File: src/rtl/puf_readout_ctrl.sv
// PUF readout sequencer: excite the array, let it settle, sweep every address,
// and stream each response word followed by an XOR checksum word.
//
// Ports:
//   clk         clock
//   reset       asynchronous, active-high
//   go          run request, sampled only while idle
//   puf_start   PUF excitation strobe
//   puf_addr    PUF word address
//   puf_data    PUF response word, valid one cycle after puf_addr
//   data_out    streamed response word or checksum
//   data_valid  data_out holds a word for the sink
//   data_ready  sink accepts the word when data_valid && data_ready
//   data_last   marks the checksum word
//   busy        high while a run is in progress
//   done        one-cycle pulse once the checksum has been accepted
module puf_readout_ctrl #(
    parameter int ADDR_BITS     = 4,
    parameter int OUT_BITS      = 8,
    parameter int EXCITE_CYCLES = 8,
    parameter int SETTLE_CYCLES = 16
) (
    input  logic                 clk,
    input  logic                 reset,
    input  logic                 go,
    output logic                 puf_start,
    output logic [ADDR_BITS-1:0] puf_addr,
    input  logic [OUT_BITS-1:0]  puf_data,
    output logic [OUT_BITS-1:0]  data_out,
    output logic                 data_valid,
    input  logic                 data_ready,
    output logic                 data_last,
    output logic                 busy,
    output logic                 done
);

    localparam int MAXC = (EXCITE_CYCLES > SETTLE_CYCLES) ?
                          EXCITE_CYCLES : SETTLE_CYCLES;
    localparam int CW   = (MAXC > 2) ? $clog2(MAXC) : 1;

    localparam logic [CW-1:0]        EX_LAST  = CW'(EXCITE_CYCLES - 1);
    localparam logic [CW-1:0]        ST_LAST  = CW'(SETTLE_CYCLES - 1);
    localparam logic [CW-1:0]        FE_LAST  = CW'(1);
    localparam logic [ADDR_BITS-1:0] LAST_IDX = '1;

    typedef enum logic [2:0] {
        IDLE,
        EXCITE,
        SETTLE,
        FETCH,
        SEND,
        CSUM
    } state_t;

    state_t                state;
    logic [CW-1:0]         cnt;
    logic [ADDR_BITS-1:0]  idx;
    logic [OUT_BITS-1:0]   csum;

    // The address register is the sweep index itself.
    assign puf_addr = idx;

    always_ff @(posedge clk or posedge reset) begin
        if (reset) begin
            state      <= IDLE;
            cnt        <= '0;
            idx        <= '0;
            csum       <= '0;
            puf_start  <= 1'b0;
            data_out   <= '0;
            data_valid <= 1'b0;
            data_last  <= 1'b0;
            busy       <= 1'b0;
            done       <= 1'b0;
        end else begin
            done <= 1'b0;
            case (state)
                IDLE: begin
                    if (go) begin
                        state     <= EXCITE;
                        busy      <= 1'b1;
                        puf_start <= 1'b1;
                        cnt       <= '0;
                        idx       <= '0;
                        csum      <= '0;
                    end
                end
                EXCITE: begin
                    if (cnt == EX_LAST) begin
                        state     <= SETTLE;
                        puf_start <= 1'b0;
                        cnt       <= '0;
                    end else begin
                        cnt <= cnt + CW'(1);
                    end
                end
                SETTLE: begin
                    if (cnt == ST_LAST) begin
                        state <= FETCH;
                        cnt   <= '0;
                    end else begin
                        cnt <= cnt + CW'(1);
                    end
                end
                FETCH: begin
                    // Second cycle: the PUF output register now holds word[idx].
                    if (cnt == FE_LAST) begin
                        state      <= SEND;
                        cnt        <= '0;
                        data_out   <= puf_data;
                        csum       <= csum ^ puf_data;
                        data_valid <= 1'b1;
                        data_last  <= 1'b0;
                    end else begin
                        cnt <= cnt + CW'(1);
                    end
                end
                SEND: begin
                    if (data_ready) begin
                        if (idx == LAST_IDX) begin
                            // Checksum follows immediately; valid stays high.
                            state     <= CSUM;
                            data_out  <= csum;
                            data_last <= 1'b1;
                        end else begin
                            state      <= FETCH;
                            data_valid <= 1'b0;
                            idx        <= idx + ADDR_BITS'(1);
                        end
                    end
                end
                CSUM: begin
                    if (data_ready) begin
                        state      <= IDLE;
                        data_valid <= 1'b0;
                        data_last  <= 1'b0;
                        busy       <= 1'b0;
                        done       <= 1'b1;
                    end
                end
                default: begin
                    state <= IDLE;
                end
            endcase
        end
    end

endmodule

File: config.mk
export PLATFORM = sky130hd
export DESIGN_NAME = puf_readout_ctrl
export DESIGN_NICKNAME = d
export VERILOG_FILES = /design/src/rtl/puf_readout_ctrl.sv
export SDC_FILE = /design/constraint.sdc
export NUM_CORES = 1
export LEC_CHECK = 0
export ABC_CLOCK_PERIOD_IN_PS = 2350
export CORE_MARGIN = 2
export CORE_UTILIZATION = 30
export CTS_BUF_LIST = sky130_fd_sc_hd__clkbuf_4
export CTS_CLUSTER_SIZE = 16
export DETAILED_ROUTE_END_ITERATION = 10
export GPL_TIMING_DRIVEN = 0
export PLACE_DENSITY = 0.57
export SLEW_MARGIN = 10
export SYNTH_ARGS = -nofsm -noshare
export SYNTH_HDL_FRONTEND = slang
export SYNTH_SLANG_ARGS = --single-unit
File: constraint.sdc
create_clock -name clk -period 2.35 [get_ports clk]
set_input_delay 0.235 -clock clk [delete_from_list [all_inputs] [get_ports clk]]
set_output_delay 0.235 -clock clk [all_outputs]
set_load 0.01 [all_outputs]
; Word-level counts from Yosys, hierarchy flattened
; Cells that the tools add are included.
[word_totals]
in_bits = 12
wordCells = 85
ff_bits = 32
[op_classes]
mux = 38
addsub = 2
eq_ne = 17
n_bitwise = 1
n_reduce_logical = 17
[ops]
columns = op, count
row1 = 8-bit 2-to-1 mux, 5
row2 = 8-bit case mux with 2 select lines, 2
row3 = 4-bit 2-to-1 mux, 6
row4 = 3-bit 2-to-1 mux, 7
row5 = 3-bit case mux with 6 select lines, 1
row6 = 2-bit != test (second input constant), 8
row7 = 4-bit case mux with 4 select lines, 1
row8 = 1-bit 2-to-1 mux, 11
row9 = 5-bit AND reduction, 2
row10 = 2-bit nonzero test, 5
row11 = 3-bit AND reduction, 3
row12 = 4-bit by 1-bit adder with 4-bit output (second input constant), 2
row13 = 4-bit equality test (second input constant), 2
row14 = 4-bit case mux with 2 select lines, 1
row15 = 4-bit AND reduction, 2
row16 = 8-bit bitwise XOR, 1
row17 = 3-bit by 2-bit equality test with 1-bit output (second input constant), 2
row18 = 3-bit equality test (second input constant), 2
row19 = 1-bit case mux with 3 select lines, 2
row20 = 6-bit AND reduction, 1
row21 = 4-bit by 1-bit equality test with 1-bit output (second input constant), 1
row22 = 4-bit by 3-bit equality test with 1-bit output (second input constant), 1
row23 = 1-bit case mux with 2 select lines, 2
row24 = 4-bit nonzero test, 1
row25 = 4 further kinds, 4

; Logic depth before layout (Yosys ltp)
; Gate-level depths: netlist of the first run.
[logic_depth]
word_depth = 4
depth_mapped = 7

; Least setup slack after synthesis of the first run
; No wires, ideal clock.
[synth_timing]
kind = reg-to-reg
startpoint = reg cnt[0]
endpoint = reg data_out[0]
t_arrival_ps = 1653
slack_ps = 572
path_buffers = 0
path_stages_with_launch = 6
period_less_slack_ps = 1778
path_cell_list = dfrtp_1 > ha_1 > nor3b_1 > or3_1 > o211ai_4 > mux2_4
[synth_between]
elab_chain_len = 3
[synth_rtl]
columns = element, line
row1 = "start, declared", 56  ; logic [CW-1:0] cnt;
row2 = "start signal, assigned", 94  ; cnt <= cnt + CW'(1);
row3 = "start signal, assigned", 102  ; cnt <= cnt + CW'(1);
row4 = "start signal, assigned", 115  ; cnt <= cnt + CW'(1);
row5 = 4-bit by 1-bit equality test with 1-bit output, 107  ; if (cnt == FE_LAST) begin
row6 = 2-bit != test (no line), n/a
row7 = 4-bit AND reduction (no line), n/a
row8 = "end signal, assigned", 110  ; data_out <= puf_data;
row9 = "end signal, assigned", 123  ; data_out <= csum;
row10 = "end, declared", 29  ; output logic [OUT_BITS-1:0] data_out,
; Every way passes these cells.
; A chain may end at the register's enable or synchronous reset.

; Worst setup path in the final report of the first run
[layout_timing]
startpoint = reg cnt[0]
endpoint = reg state[0]
[layout_between]
elab_chain_len = 3
[layout_rtl]
columns = element, line
row1 = "4-bit equality test, or another cell as far along", 98  ; if (cnt == ST_LAST) begin
row2 = 2-bit != test (no line), n/a
row3 = 6-bit AND reduction (no line) (*), n/a
row4 = "end signal, assigned", 90  ; state <= SETTLE;
row5 = "end signal, assigned", 99  ; state <= FETCH;
row6 = "end signal, assigned", 108  ; state <= SEND;
row7 = "end, declared", 55  ; state_t state;
; Mark *: on every way between the ends. The rest lies on a longest branch, timed or not.

==> results.py, run 1 <==
metrics = {
    "run_status": {
        "status": "completed",
    },
    "worst_setup_path": {
        "endpoint_kind": "register",
        "cp_top_family": "compound AO/OA/AOI/OAI gates",
        "start_kind": "register",
        "required_ns": 2.58,
        "path_class": "reg2reg",
        "cp_num_cells": 5,
        "startpoint": "cnt[0]",
        "cp.arrival_ns": 2.22,
        "r2r_slack_ns": 0.36,
        "r2r_cells": 5,
        "slowest_delay_ns": 0.53,
        "cp_num_buf_inv": 0,
        "crit_path_end": "state[0]",
        "worstPathCellList": "ha_1, and2_1, a2111oi_2, nor3_1, mux2_1",
        "path_max_fanout": 5,
        "r2r_end": "state[0]",
        "crit_slowest_cell": "a2111oi_2",
        "r2r-start": "cnt[0]",
    },
    "finish": {
        "seq_area_um2": 801,
        "area_delta_synth_final_pct": 25.3,
        "layout.nets": 235,
        "nFillCells": 595,
        "drive_above_1_share_pct": 14.0,
        "antenna_cells": 0,
        "multi_input_area_um2": 915,
    },
    "die": {
        "rows": 28,
        "coreArea_um2": 5850,
        "initial_core_util_pct": 30.7,
        "io_pins": 29,
        "die_x_um": 81.4,
        "die_h_um": 81.4,
        "die-area_um2": 6630,
    },
    "synth": {
        "synth_compound_area_share_pct": 12.2,
        "syn_inst": 185,
        "synth_area_um2": 1800,
        "synth_mux_area_share_pct": 7.93,
        "yosysWarnings": 0,
        "yosysUniqueCellTypes": 46,
        "synth_simple_gate_area_share_pct": 23.3,
        "synth_nets": 200,
        "synth.avg_cell_area_um2": 9.72,
        "synth_xor_area_share_pct": 5.36,
        "synth_top_family_by_area": "simple AND/OR/NAND/NOR gates",
        "ys_seq_area_share_pct": 44.5,
        "synth-seq-cells": 32,
        "synth_fa_ha_area_share_pct": 2.09,
    },
    "global_route": {
        "grt_max_degree": 33,
        "grt_overflow_total": 0,
        "antenna_found_initial": 0,
        "grt_pass1_vias": 1402,
        "grt_pass1_wl_um": 6820,
        "grt_usage_pct": 13.8,
    },
    "timing": {
        "report.final.hold_viol_count": 0,
        "worst_pin_slew_ns": 1.10,
        "relSlewSlack_pct": 25.8,
        "setup_viol": 0,
        "clock.fmax_ghz": 0.503,
        "fin_crit_sh_pct": 84.6,
        "maxSlewViolCount": 0,
        "fin_skew_ns": 0.0131,
        "post-route-worst-setup-slack_ns": 0.362,
        "rsz0062_at_grt": "false",
        "finalCriticalPeriod_ns": 1.99,
        "fin_setup_tns_ns": 0,
    },
    "route": {
        "wire_per_inst_um": 13.4,
        "drt_iter0_drc": 77,
        "routed_wl_um": 3980,
        "postRouteAntennaNets": 0,
        "drcViolationCount": 0,
        "drt_pass1_iterations": 4,
        "via_per_inst": 4.78,
        "num_vias": 1416,
    },
    "pwr": {
        "intPower_w": 0.00174,
        "clkPwrFrac_pct": 15.4,
        "p_switching_w": 0.00109,
        "seq_power_share_pct": 32.7,
        "swShare_pct": 38.5,
        "power.leakage_nw": 1.03,
        "ir_drop_mv": 0.422,
        "pwr-share-comb_pct": 51.9,
        "p_per_area_nw_per_um2": 1250,
    },
    "clock_tree": {
        "clock_path_buffers": 2,
        "clkSinkCount": 32,
        "cts_tree": "done",
        "htreeDepth": 2,
        "clock_latency_ns": 0.34,
        "holdBufCountCts": 0,
        "root_buffer": "clkbuf_4",
        "post_cts_buffers": 0,
        "cts_buffers": 5,
        "cts_resized": 0,
        "cts.clk_slew.worst_paths_ns": 0.11,
    },
    "place": {
        "gp_congestion": 0.870,
        "hpwl_um": 2790,
        "pre_cts_slack_ns": 0.200,
        "place.port_buffers": 28,
    },
    "min_path": {
        "hold_path.class": "in2async",
    },
    "flow_run": {
        "drv_cap": 0,
    },
}
cells by family after synthesis:
family,Yosys count
and+or+nand+nor,86
DFF,32
AOI/OAI and AO/OA,27
buffers and inverters,16
xor gates and xnor gates,11
muxes,10
adders and majority gates,3
area by class of cell:
class	count	area share [%]
tap	75	4.17
inverter	5	0.833
timing repair buffer	28	12.4
clock buffer	6	2.00
multi-input combinational	137	40.6
buffer	11	2.83
sequential	32	35.6
clock inverter	2	1.56
power by group through the flow:
stage	logic, W	clock network (W)	registers [W]
4_1_cts	0.00148	0.000450	0.000926
6_report	0.00146	0.000435	0.000924
2_1_floorplan	0.000992	0	0.000955
5_1_grt	0.00163	0.000470	0.000954
3_3_place_gp	0.00145	0	0.000928
3_5_place_dp	0.00148	0	0.000937
registers in the layout (all words and copies together) (netlist names):
signal      flops
state           3
puf_addr        4
done            1
data_last       1
cnt             4
csum            8
data_valid      1
busy            1
puf_start       1
data_out        8
cells in the mapped netlist (all sizes together):
cell / count / share of area (%)
a41o: 1 / 0.56
or2: 1 / 0.35
clkbuf: 4 / 0.83
inv: 5 / 1.0
a21o: 2 / 0.83
or3b: 2 / 0.97
o21ai: 6 / 1.7
xnor2: 2 / 0.97
nor4b: 1 / 1.3
o41ai: 4 / 1.9
and3b: 1 / 0.49
dfrtp: 32 / 45
nand2: 37 / 7.7
o211ai: 2 / 1.6
nand4: 1 / 0.35
or3: 1 / 0.35
nand3b: 1 / 0.42
nor3: 6 / 1.9
mux2: 10 / 7.9
a2111oi: 1 / 0.83
a22o: 1 / 0.49
buf: 7 / 2.7
o22ai: 2 / 1.5
xor2: 9 / 4.4
nand3: 12 / 3.3
nor3b: 2 / 0.83
a211o: 1 / 0.49
a21oi: 4 / 1.1
and3: 1 / 0.35
o31ai: 1 / 0.42
nand2b: 2 / 0.70
ha: 3 / 2.1
nor2: 15 / 3.1
a31oi: 1 / 0.35
a211oi: 1 / 0.42
and2: 3 / 1.0
how the worst min path moves through the flow:
stage | from | endpoint | cells past startpoint | slack (ns)
global route | reset | cnt[3] | 2 | 0.38
detailed placement | busy | busy | 1 | 0.48
finish | reset | data_out[5] | 2 | 0.30
global placement | busy | busy | 1 | 0.47
floorplan | reset | busy | 1 | 0.35
CTS | reset | data_out[1] | 2 | 0.34
layout by cell type (no fill, tap or decap), types with 3 or more instances in the layout:
master	netlist	layout
dfrtp_1	32	32
o21ai_0	3	3
xor2_1	9	9
o21ai_1	3	3
nand3_1	12	12
nor2_1	15	15
mux2_4	8	8
inv_1	5	4
ha_1	3	3
clkbuf_1	4	4
clkbuf_4	0	6
a21oi_1	4	4
buf_2	3	3
o41ai_1	4	4
nor3_1	5	5
clkdlybuf4s50_1	0	28
nand2_1	37	37
and2_1	3	3
layer usage:
layer	GRT usage, %	wire length (um)
met5	0	0
met4	5.25	72
met3	3.52	142
met2	22.2	1900
met1	17.7	1860
metrics by stage:
stage               util (%)  power (W)  std cells  hold WS [ns]  area, um^2
floorplan                  -    0.00195        185         0.351        1800
global placement        37.1    0.00238        288         0.469        2170
global route            38.5    0.00305        296         0.376        2250
finish                  38.5    0.00282        296         0.304        2250
detailed placement      37.1    0.00241        288         0.477        2170
CTS                     38.5    0.00286        296         0.336        2250
Note: power is estimated with default switching activity, not from simulation.
==> run 2, diff against run 1 <==
Settings changed: ABC_CLOCK_PERIOD_IN_PS 2350 to 1650, PLACE_DENSITY 0.57 to 0.59.
Clock period 2.35 ns to 1.65 ns, I/O delays scaled along.
==> results.py, run 2 (synthesis gave the netlist of run 1 again) <==
metrics = {
    "global_route": {
        "grt_overflow_total": 0,
        "antenna_found_initial": 0,
        "grt_max_degree": 33,
        "grt_pass1_wl_um": 7140,
        "grt_usage_pct": 14.2,
        "grt_pass1_vias": 1481,
    },
    "worst_setup_path": {
        "r2r-start": "state[0]",
        "r2r_cells": 6,
        "endpoint_kind": "register",
        "cp.arrival_ns": 2.04,
        "r2r_end": "data_out[1]",
        "r2r_slack_ns": -0.17,
        "path_max_fanout": 5,
        "start_kind": "register",
        "path_class": "reg2reg",
        "required_ns": 1.87,
    },
    "finish": {
        "antenna_cells": 0,
        "final_common_cell": "nand2_1",
        "layout.nets": 247,
        "fin_area_um2": 2460,
        "reg_top3": "csum x8, data_out x8",
        "area_delta_synth_final_pct": 36.8,
        "layout_common_cells": "nand2_1 (37), dfrtp_1 (29), clkdlybuf4s50_1 (28)",
        "drive_above_1_share_pct": 26.6,
    },
    "flow_run": {
        "drv_cap": 0,
    },
    "clock_tree": {
        "clkSinkCount": 32,
        "clock_path_buffers": 2,
        "root_buffer": "clkbuf_4",
        "holdBufCountCts": 0,
        "cts_tree": "done",
        "clock_latency_ns": 0.33,
        "cts_buffers": 5,
        "htreeDepth": 2,
        "cts.clk_slew.worst_paths_ns": 0.10,
    },
    "route": {
        "num_vias": 1538,
        "met2_length_um": 1960,
        "postRouteAntennaNets": 0,
        "drt_pass1_iterations": 4,
        "drcViolationCount": 0,
        "dr.max_layer_used": "met4",
        "drt_iter0_drc": 67,
        "routedLengthMet1_um": 1850,
        "routed_wl_um": 4170,
        "via_per_inst": 4.99,
        "wire_per_inst_um": 13.5,
        "met3WireLength_um": 268,
    },
    "timing": {
        "setup_viol": 9,
        "rsz0062_at_grt": "true",
        "finalCriticalPeriod_ns": 1.82,
        "fin_skew_ns": 0.00909,
        "clock.fmax_ghz": 0.550,
        "report.final.hold_viol_count": 0,
        "post-route-worst-setup-slack_ns": -0.169,
        "relSlewSlack_pct": 53.7,
        "fin_crit_sh_pct": 110,
        "maxSlewViolCount": 0,
        "worst_pin_slew_ns": 0.693,
    },
    "pwr": {
        "p_per_area_nw_per_um2": 1810,
        "power_w": 0.00446,
        "power.leakage_nw": 1.12,
        "ir_drop_mv": 0.670,
    },
    "run_status": {
        "violations": "setup timing",
        "status": "finished, violations left",
    },
    "place": {
        "dpl_cell_area_um2": 2200,
        "gp_congestion": 0.830,
        "place.port_buffers": 28,
        "hpwl_um": 2740,
    },
    "die": {
        "io_pins": 29,
        "rows": 28,
        "initial_core_util_pct": 30.7,
        "die_h_um": 81.4,
        "die_x_um": 81.4,
        "die-area_um2": 6630,
        "coreArea_um2": 5850,
    },
    "min_path": {
        "hold_path.class": "in2async",
    },
}
[run 2: cell types whose count changed in the layout (fill, tap and decap cells not counted), moves of 3 or more]
cell,change
dfrtp_1,-3
buf_4,+11
clkbuf_1,-4
dfrtp_2,+3
[run 2: worst max path at each step]
stage	depth (start not counted)	startpoint	end	slack [ns]
global placement	4	go	csum[3]	-0.42
floorplan	6	state[1]	data_out[0]	-0.09
finish	6	state[0]	data_out[1]	-0.17
CTS	6	state[1]	data_out[1]	-0.17
global route	6	state[0]	data_out[5]	-0.22
detailed placement	4	state[2]	csum[6]	-0.43
[run 2: timing repair]
action | in CTS | in global routing
pin swaps | 5 | 3
resized for setup | 12 | 18
buffers inserted | 11 | 2
endpoints found under the setup margin | 22 | 22
[run 2: worst max-delay path, stage by stage (launching register included)]
cell and delay (ns):
dfrtp_1 0.44, or3b_1 0.40, buf_6 0.14, o22ai_4 0.17
o211ai_4 0.11, buf_6 0.14, mux2_4 0.29
[run 2: report_power, final]
group          internal, W  switching, W
combinational      0.00133       0.00119
sequential         0.00111      0.000238
clock             0.000309      0.000276
total              0.00275       0.00170
[run 2: metrics by stage]
stage	TNS, ns	hold slack (ns)	utilization, %	instances	setup slack [ns]
after floorplan	-0.747	0.281	-	185	-0.0921
after global placement	-7.35	0.469	37.6	288	-0.422
after detailed placement	-6.02	0.469	37.6	288	-0.435
after CTS	-1.46	0.272	40.7	306	-0.173
after global routing	-2.10	0.319	42.0	308	-0.215
final	-1.34	0.250	42.0	308	-0.169
[run 2: layout make-up]
cell class                 instances  area, um^2
fill                             580        3390
multi-input combinational        137        1010
sequential                        32         805
timing repair buffer              41         389
tap                               75        93.8
buffer                            10        63.8
clock buffer                       5        37.5
clock inverter                     3        37.5
inverter                           5        18.8
[run 2: per-layer routing]
layer,vias up,global-route usage [%]
li1,734,-
met1,741,18.2
met2,56,22.8
met3,7,3.52
met4,0,6.27
met5,-,0
